--- src/rtl/phasediff_pkg.sv ---
// Shared types and helpers for the multi-channel neuron phase detector.
// Holds the per-channel state encoding, width helpers and the accumulator saturating add.
package phasediff_pkg;

    typedef enum logic [1:0] {
        IDLE = 2'd0,
        LEAD = 2'd1,
        LAG  = 2'd2
    } phd_state_t;

    // Working width for the saturating add; comfortably wider than any accumulator or lag.
    localparam int SAT_W = 64;

    function automatic int diff_width(input int cnt_w);
        return cnt_w + 1;
    endfunction

    function automatic logic signed [SAT_W-1:0] sat_add(
        input logic signed [SAT_W-1:0] acc,
        input logic signed [SAT_W-1:0] delta,
        input int                      acc_w
    );
        logic signed [SAT_W-1:0] sum;
        logic signed [SAT_W-1:0] hi;
        logic signed [SAT_W-1:0] lo;
        sum = acc + delta;
        hi  = (64'sd1 <<< (acc_w - 1)) - 64'sd1;
        lo  = -(64'sd1 <<< (acc_w - 1));
        if (sum > hi) begin
            return hi;
        end else if (sum < lo) begin
            return lo;
        end
        return sum;
    endfunction

endpackage

--- src/rtl/phasediff_ch.sv ---
// One phase-detector channel: edge detect, lead/lag FSM with timeout, phase bin, accumulator.
// Optional macro PHASEDIFF_DEADBAND_EN keeps phase_count still for lags within DEADBAND.
module phasediff_ch
    import phasediff_pkg::*;
#(
    parameter int CNT_W       = 12,
    parameter int MAX_CNT     = 4095,
    parameter int PHASE_STEPS = 16,
    parameter int PC_W        = 4,
    parameter int ACC_W       = 16,
    parameter int DEADBAND    = 0
) (
    input  logic                    clk,
    input  logic                    reset,
    input  logic                    clear,
    input  logic                    nin,
    input  logic                    nout,
    output logic signed [CNT_W:0]   diff_out,
    output logic                    diff_valid,
    output logic                    timeout,
    output logic [PC_W-1:0]         phase_count,
    output logic signed [ACC_W-1:0] phi_out
);

    phd_state_t              state;
    logic                    prev_nin;
    logic                    prev_nout;
    logic                    rin;
    logic                    rout;
    logic [CNT_W-1:0]        cnt;
    logic                    emit;
    logic                    big_lag;
    logic                    step_up;
    logic                    step_dn;
    logic signed [CNT_W:0]   diff_new;
    logic [PC_W-1:0]         phase_up;
    logic [PC_W-1:0]         phase_dn;

`ifdef PHASEDIFF_DEADBAND_EN
    localparam int DB_EFF = DEADBAND;
`else
    localparam int DB_EFF = DEADBAND * 0;
`endif

    assign rin  = nin & ~prev_nin;
    assign rout = nout & ~prev_nout;

    // A closing edge always wins, so the opening-edge direction alone decides the sign.
    assign emit = ((state == IDLE) && rin && rout) ||
                  ((state == LEAD) && rout) ||
                  ((state == LAG) && rin);

    always_comb begin
        diff_new = '0;
        if (state == LEAD) begin
            diff_new = $signed({1'b0, cnt});
        end else if (state == LAG) begin
            diff_new = -$signed({1'b0, cnt});
        end
    end

    assign big_lag  = cnt > CNT_W'(DB_EFF);
    assign step_up  = emit && (state == LEAD) && big_lag;
    assign step_dn  = emit && (state == LAG) && big_lag;
    assign phase_up = (phase_count == PC_W'(PHASE_STEPS - 1)) ? '0 : phase_count + PC_W'(1);
    assign phase_dn = (phase_count == '0) ? PC_W'(PHASE_STEPS - 1) : phase_count - PC_W'(1);

    always_ff @(posedge clk or negedge reset) begin
        if (!reset) begin
            state       <= IDLE;
            cnt         <= '0;
            prev_nin    <= 1'b0;
            prev_nout   <= 1'b0;
            diff_out    <= '0;
            diff_valid  <= 1'b0;
            timeout     <= 1'b0;
            phase_count <= '0;
            phi_out     <= '0;
        end else if (clear) begin
            state       <= IDLE;
            cnt         <= '0;
            prev_nin    <= 1'b0;
            prev_nout   <= 1'b0;
            diff_out    <= '0;
            diff_valid  <= 1'b0;
            timeout     <= 1'b0;
            phase_count <= '0;
            phi_out     <= '0;
        end else begin
            prev_nin   <= nin;
            prev_nout  <= nout;
            diff_valid <= 1'b0;
            timeout    <= 1'b0;
            if (emit) begin
                diff_out   <= diff_new;
                diff_valid <= 1'b1;
                phi_out    <= ACC_W'(sat_add(SAT_W'(phi_out), SAT_W'(diff_new), ACC_W));
            end
            if (step_up) begin
                phase_count <= phase_up;
            end else if (step_dn) begin
                phase_count <= phase_dn;
            end
            unique case (state)
                IDLE: begin
                    if (rin && !rout) begin
                        state <= LEAD;
                        cnt   <= CNT_W'(1);
                    end else if (rout && !rin) begin
                        state <= LAG;
                        cnt   <= CNT_W'(1);
                    end
                end
                LEAD: begin
                    if (rout) begin
                        state <= IDLE;
                        cnt   <= '0;
                    end else if (rin) begin
                        cnt <= CNT_W'(1);
                    end else if (cnt == CNT_W'(MAX_CNT)) begin
                        timeout <= 1'b1;
                        state   <= IDLE;
                        cnt     <= '0;
                    end else begin
                        cnt <= cnt + CNT_W'(1);
                    end
                end
                LAG: begin
                    if (rin) begin
                        state <= IDLE;
                        cnt   <= '0;
                    end else if (rout) begin
                        cnt <= CNT_W'(1);
                    end else if (cnt == CNT_W'(MAX_CNT)) begin
                        timeout <= 1'b1;
                        state   <= IDLE;
                        cnt     <= '0;
                    end else begin
                        cnt <= cnt + CNT_W'(1);
                    end
                end
                default: begin
                    state <= IDLE;
                    cnt   <= '0;
                end
            endcase
        end
    end

endmodule

--- src/rtl/phasediff_array.sv ---
// N_CH independent neuron phase detectors with outputs packed channel 0 in the low bits.
// Optional macro PHASEDIFF_DEADBAND_EN is forwarded to every channel.
module phasediff_array
    import phasediff_pkg::*;
#(
    parameter int N_CH        = 4,
    parameter int CNT_W       = 12,
    parameter int MAX_CNT     = 4095,
    parameter int PHASE_STEPS = 16,
    parameter int PC_W        = 4,
    parameter int ACC_W       = 16,
    parameter int DEADBAND    = 0
) (
    input  logic                              clk,
    input  logic                              reset,
    input  logic                              clear,
    input  logic [N_CH-1:0]                   nin,
    input  logic [N_CH-1:0]                   nout,
    output logic [N_CH*diff_width(CNT_W)-1:0] diff_out,
    output logic [N_CH-1:0]                   diff_valid,
    output logic [N_CH-1:0]                   timeout,
    output logic [N_CH*PC_W-1:0]              phase_count,
    output logic [N_CH*ACC_W-1:0]             phi_out
);

    localparam int DW = diff_width(CNT_W);

    for (genvar g = 0; g < N_CH; g++) begin : g_ch
        phasediff_ch #(
            .CNT_W       (CNT_W),
            .MAX_CNT     (MAX_CNT),
            .PHASE_STEPS (PHASE_STEPS),
            .PC_W        (PC_W),
            .ACC_W       (ACC_W),
            .DEADBAND    (DEADBAND)
        ) u_ch (
            .clk         (clk),
            .reset       (reset),
            .clear       (clear),
            .nin         (nin[g]),
            .nout        (nout[g]),
            .diff_out    (diff_out[g*DW +: DW]),
            .diff_valid  (diff_valid[g]),
            .timeout     (timeout[g]),
            .phase_count (phase_count[g*PC_W +: PC_W]),
            .phi_out     (phi_out[g*ACC_W +: ACC_W])
        );
    end

endmodule

--- config.mk ---
export PLATFORM = sky130hd
export DESIGN_NAME = phasediff_array
export DESIGN_NICKNAME = d
export VERILOG_FILES = /design/src/rtl/phasediff_pkg.sv /design/src/rtl/phasediff_ch.sv /design/src/rtl/phasediff_array.sv
export SDC_FILE = /design/constraint.sdc
export NUM_CORES = 1
export LEC_CHECK = 0
export CAP_MARGIN = 20
export CORE_MARGIN = 1.5
export CORE_UTILIZATION = 29
export DETAILED_ROUTE_END_ITERATION = 8
export DONT_BUFFER_PORTS = 1
export PLACE_DENSITY = 0.49
export SYNTH_ARGS = -nofsm -noshare
export SYNTH_HDL_FRONTEND = slang
export SYNTH_SLANG_ARGS = --single-unit
--- constraint.sdc ---
create_clock -name clk -period 5.2 [get_ports clk]
set_input_delay 0.52 -clock clk [delete_from_list [all_inputs] [get_ports clk]]
set_output_delay 0.52 -clock clk [all_outputs]
set_load 0.03 [all_outputs]
Word-level counts from Yosys, hierarchy flattened
Index checks and enable logic that the tools add are counted.
- add/subtract/negate cells: 20
- bitwise logic cells: 16
- reductions and logical operators: 76
- equality and inequality tests: 28
- order comparisons: 12
- multiplexer cells: 188
- operator list (cell ; number):
    $mux W12 ; 32
    $mux W16 ; 20
    $mux W13 ; 16
    $pmux W12 S3 ; 4
    $mux W4 ; 20
    $add A16 B13 Y17 ; 4
    $gt A17 B16 Y1 const B ; 4
    $lt A17 B16 Y1 const B ; 4
    $mux W2 ; 32
    $mux W1 ; 56
    $neg A12 Y13 ; 4
    $add A12 B1 Y12 const B ; 4
    $eq A12 B12 Y1 const B ; 4
    $gt A12 B1 Y1 const B ; 4
    $logic_and A1 B1 Y1 ; 40
    $ne A4 B4 Y1 const B ; 8
    $pmux W2 S3 ; 4
    $add A4 B1 Y4 const B ; 4
    $eq A4 B4 Y1 const B ; 4
    $logic_not A4 Y1 ; 4
    $ne A4 B3 Y1 const B ; 4
    $sub A4 B1 Y4 const B ; 4
    $reduce_and A3 Y1 ; 4
    $reduce_bool A3 Y1 ; 4
    9 further kinds ; 52
- flip-flop bits (word level): 204
- output and inout bits: 140
- bits of input ports: 11
- logic and storage cells: 376

Depth between registers and ports, before layout
- depth in word-level cells: 12
- mapped depth: 19
- mapped depth without buffers: 17

Cells and area by module
From an unflattened synthesis, not the netlist that was laid out.
- cell total of the unflattened synthesis: 1650
- area total of the unflattened synthesis: 14629.0 µm²
- by module, submodules not included (module ; times used ; area each (µm²) ; cells each):
    phasediff_ch at g_ch[0].u_ch ... ; 2 ; 3639.7 ; 401
    phasediff_ch at g_ch[1].u_ch ; 1 ; 3692.3 ; 441
    phasediff_ch at g_ch[3].u_ch ; 1 ; 3657.3 ; 407

Worst setup path before layout
Ideal clock, no wire load.
- kind: register to register
- from: reg g_ch[3].u_ch.state[1]
- to: reg g_ch[3].u_ch.phi_out[13]
- stages on the path, launching flop included: 17
- buffers on the path: 4
- slack: 1347 ps
- period minus slack after synthesis: 3853 ps
- data required time: 5071 ps
- arrival: 3724 ps
- cell sequence: dfrtp_1 > inv_1 > ha_1 > clkbuf_1 > buf_1 > clkbuf_1 > nand2_1 > o21ai_0 > ha_1 > a211oi_1 > o21ai_1 > a31oi_2 > o221ai_1 > a21o_1 > o311ai_1 > buf_2 > a22oi_1
- cells in the longest elaborated chain, start to end: 12
- elaborated cells between the ends (all ways): 23
- ends and longest elaborated chain (item ; line ; RTL):
    start: declaration ; phasediff_ch.sv:25 ; phd_state_t state;
    start signal: assignment ; phasediff_ch.sv:70 ; state <= IDLE;
    start signal: assignment ; phasediff_ch.sv:80 ; state <= IDLE;
    start signal: assignment ; phasediff_ch.sv:107 ; state <= LEAD;
    $eq A2 B2 Y1 ; phasediff_ch.sv:51, phasediff_ch.sv:57 ;
    $mux W13 ; phasediff_ch.sv:57 ; end else if (state == LAG) begin
    $mux W13 ; phasediff_ch.sv:55 ; if (state == LEAD) begin
    $add A16 B13 Y17 ; phasediff_pkg.sv:26 ; sum = acc + delta;
    $lt A17 B16 Y1 ; phasediff_pkg.sv:31 ; end else if (sum < lo) begin
    $mux W1 ; phasediff_pkg.sv:31 ;
    $mux W1 ; phasediff_pkg.sv:29 ; if (sum > hi) begin
    $mux W1 ; phasediff_ch.sv:94 ; if (emit) begin
    $mux W1 ; phasediff_ch.sv:79 ; end else if (clear) begin
    $mux W16 ; phasediff_pkg.sv:34 ; return sum;
    $mux W16 ; phasediff_ch.sv:94 ;
    $mux W16 ; phasediff_ch.sv:79 ;
    end signal: assignment ; phasediff_ch.sv:97 ; phi_out <= ACC_W'(sat_add(SAT_W'(phi_out), SAT_W'(diff_new), ACC_W));
    end: declaration ; phasediff_ch.sv:22 ; output logic signed [ACC_W-1:0] phi_out
Parallel ways exist; a longest one is shown, timed or not. The select of a mux whose other input is x is not followed.
A chain may end at the register's enable or synchronous reset.

Worst setup path after layout
- from: reg g_ch[3].u_ch.cnt[2]
- to: reg g_ch[3].u_ch.phi_out[10]
- cells in the longest elaborated chain, start to end: 12
- elaborated cells between the ends (all ways): 14
- ends and longest elaborated chain (item ; line ; RTL):
    start: declaration ; phasediff_ch.sv:30 ; logic [CNT_W-1:0] cnt;
    start signal: assignment ; phasediff_ch.sv:125 ; cnt <= cnt + CNT_W'(1);
    start signal: assignment ; phasediff_ch.sv:139 ; cnt <= cnt + CNT_W'(1);
    $neg A12 Y13 ; phasediff_ch.sv:58 ; diff_new = -$signed({1'b0, cnt});
    $mux W13 ; phasediff_ch.sv:57 ;
    $mux W13 (*) ; phasediff_ch.sv:55 ;
    $add A16 B13 Y17 (*) ; phasediff_pkg.sv:26 ;
    $lt A17 B16 Y1 ; phasediff_pkg.sv:31 ;
    $mux W1 ; phasediff_pkg.sv:31 ;
    $mux W1 ; phasediff_pkg.sv:29 ;
    $mux W1 ; phasediff_ch.sv:94 ;
    $mux W1 ; phasediff_ch.sv:79 ;
    $mux W16 (*) ; phasediff_pkg.sv:34 ;
    $mux W16 (*) ; phasediff_ch.sv:94 ;
    $mux W16 (*) ; phasediff_ch.sv:79 ;
Mark *: on every way between the ends. The rest lies on a longest branch, timed or not. The select of a mux whose other input is x is not followed.

==> run metrics <==
status completed; post-route non-filler standard cell count between 2,000 and 2,500; ant diodes 0; flop-to-flop setup slack 0.70 ns; net count after synthesis between 1,500 and 2,000; Num CTS Buffers 27; antenna violations before repair 0; Synth Register Bits 204; Routed WL 40,850 microns; Via Count about 12,000; Post-synth EDFFs 0; Skew-Pair Late Insertion Delay 0.56 ns; hold path startpoint clear; reg2reg end g_ch[3].u_ch.phi_out[10]; r2r worst-path depth 14; WHS Endpoint g_ch[0].u_ch.diff_out[8]; Finished Cell Area about 16,000 sq um; skew final 0.01415 ns; synth cell count leaders nand2_1, dfrtp_1, nor2_1; HPWL after DPL 28,520 microns; layout cells sized above 1 4.621%; Startpoint Class register; largest net degree at the start of global routing 205; Site Rows 80; Post-Route Hold Slack 0.04420 ns; Area Overhead vs Synth 9.935%; TritonCTS clock tree yes; sequential share of the synthesized area 35.97%; first-pass iteration count of the detailed router 5; Sink Count 204; Lkg Pwr 7.071 nW; period utilisation layout 86.54%; Hold WC Path Type in2reg; final-report setup violation count 0; die area 50,280 sq um; Min-Delay Path Depth 1; cts repair resizes 0; Syn. warnings 0; top cell type's share of synthesized area between 30% and 40%; clock root cell clkbuf_16; First DRT Iteration DRCs between 600 and 700; dpl cells approximately 2,300; CP arrival 4.93 ns; Crit Path Max Fanout 11; Crit path required time 5.63 ns; area leader, netlist dfrtp_1; count of final max-slew check failures 0; Min Clock Period, post-route 4.500 ns; pwr dens 348.1 nW/um^2; Die Y about 220 microns; Area after DPL 14,640 sq um; fraction of registers with async set or reset after synthesis between 90% and 100%; most frequent cell after synthesis nand2_1; grt ovf 0; top cells by area, synth dfrtp_1, ha_1, nand2_1; CTS max path bufs 3; DR DRC count 0; Max-Cap Viols 0; maximum VDD drop 0.2123 mV; vias in the first global route 11,860; RePlAce Congestion 0.8735; Netlist cell types 78; Core Area 48,050 sq um; Reg clk slew, reported paths 0.06 ns; mapped cell area roughly 14,000 sq um; Nets 1,784; Final Util 32.48%; Die W 224.2 microns; type of the worst setup path reg2reg; Synth Instances 1,723; Peak Freq ~0.22 GHz; Routed WL per cell roughly 18 microns; H-Tree Depth 1; Avg Vias per Cell 5.371; slew margin rel. 25.62%; ANT nets after route 0; Final Hold Viols 0; RSZ-0062 raised after global routing false; Syn Area/Cell 8.238 sq um; Reg-to-Reg Start g_ch[3].u_ch.cnt[2]; GRT Util Overall 16.00%; num ports 151; final setup TNS 0 ns; IO Port Bufs 0; endpoint type of the worst setup path register; Worst Tran Pin Value 1.116 ns; Synth Flop Type dfrtp_1; initial core utilization between 20 and 30%; first-pass GRT wire length 65,920 microns
[kinds of logic (layout without fill, tap and decap cells)]
kind of cell	Yosys count	after routing	synth area share, %
adders and majority gates	104	104	9.379
muxes	36	36	2.556
and+or+nand+nor	690	690	22.58
AOI/OAI and AO/OA	455	455	20.20
DFF	204	204	35.97
buffers and inverters	156	121	4.513
xor gates and xnor gates	78	78	4.813
[worst max path at each step]
| stage | startpoint | end | cells past startpoint |
|---|---|---|---|
| after global routing | g_ch[3].u_ch.cnt[2] | g_ch[3].u_ch.phi_out[12] | 14 |
| after global placement | g_ch[2].u_ch.cnt[0] | g_ch[2].u_ch.phi_out[12] | 17 |
| after floorplan | g_ch[3].u_ch.state[1] | g_ch[3].u_ch.phi_out[13] | 16 |
| after CTS | g_ch[3].u_ch.cnt[2] | g_ch[3].u_ch.phi_out[10] | 14 |
| after detailed placement | g_ch[3].u_ch.cnt[2] | g_ch[3].u_ch.phi_out[4] | 14 |
| final | g_ch[3].u_ch.cnt[2] | g_ch[3].u_ch.phi_out[10] | 14 |
[placed cells by master, fill, tap and decap left out, types with 6 or more instances in the layout]
cell type / count
and2_1: 7
nor2b_1: 23
o211ai_1: 7
xor2_1: 29
buf_4: 14
a22o_1: 9
and4_1: 11
o41ai_1: 6
and3_1: 21
a31oi_1: 20
or3_1: 15
o31ai_1: 19
o21ai_0: 147
a21o_1: 28
a221o_1: 14
dfrtp_1: 204
nor2_1: 204
inv_1: 55
nor3_1: 84
mux2i_1: 34
o21bai_1: 6
o21a_1: 8
clkbuf_1: 7
nor4_1: 12
nand3_1: 43
a21oi_1: 117
clkbuf_16: 27
nand2b_1: 23
nand4_1: 13
or2_2: 6
a211oi_1: 16
ha_1: 100
xnor2_1: 49
nand2_1: 209
[cell type report]
type / count / area (sq um)
Inverter: 55 / 206.4
Multi-Input combinational cell: 1363 / 8456
Tap cell: 615 / 769.5
Clock buffer: 37 / 743.2
Clock inverter: 11 / 161.4
Sequential cell: 204 / 5105
Timing Repair Buffer: 18 / 162.7
Fill cell: 5052 / 32440
[metrics by stage]
| stage | setup WS, ns | power (W) |
|---|---|---|
| floorplan | 1.347 | 0.003127 |
| global placement | 0.4988 | 0.003465 |
| detailed placement | 0.7236 | 0.003474 |
| CTS | 0.7308 | 0.005514 |
| global route | 0.2089 | 0.005773 |
| finish | 0.7000 | 0.005431 |
[state kept, by name (all words and copies together) (netlist names)]
name                   cells
g_ch.u_ch.diff_valid       4
g_ch.u_ch.phi_out         64
g_ch.u_ch.prev_nin         4
g_ch.u_ch.timeout          4
g_ch.u_ch.prev_nout        4
g_ch.u_ch.diff_out        52
g_ch.u_ch.cnt             48
g_ch.u_ch.state            8
g_ch.u_ch.phase_count     16
[power breakdown]
group	internal [W]	total, W	switching [W]
combinational	0.000536	0.00145	0.000910
clock	0.00119	0.00194	0.000752
sequential	0.00170	0.00204	0.000341
total	0.00343	0.00543	0.00200
[worst max-delay path: stages (launching register included)]
cell and delay [ns]:
dfrtp_1 0.50, nor3_1 0.49, nand2_1 0.22, nor3_1 0.22, mux2i_1 0.10, o21ai_0 0.45, ha_1 0.35, a21oi_1 0.20
nor2b_1 0.09, o41ai_1 0.25, o221ai_1 0.21, a21o_1 0.24, o311ai_1 0.66, buf_4 0.30, o21ai_0 0.11
[routing by layer]
layer / GRT usage [%] / routed length [microns]
met1: 21.68 / 19100
met2: 26.35 / 19010
met3: 3.018 / 2182
met4: 3.637 / 554
met5: 0 / 0
[what timing repair did]
action	in CTS	in global routing
hold buffers	4	0
hold endpoints to repair	211	0
buffers inserted	0	0
(Power assumes the default switching activity.)
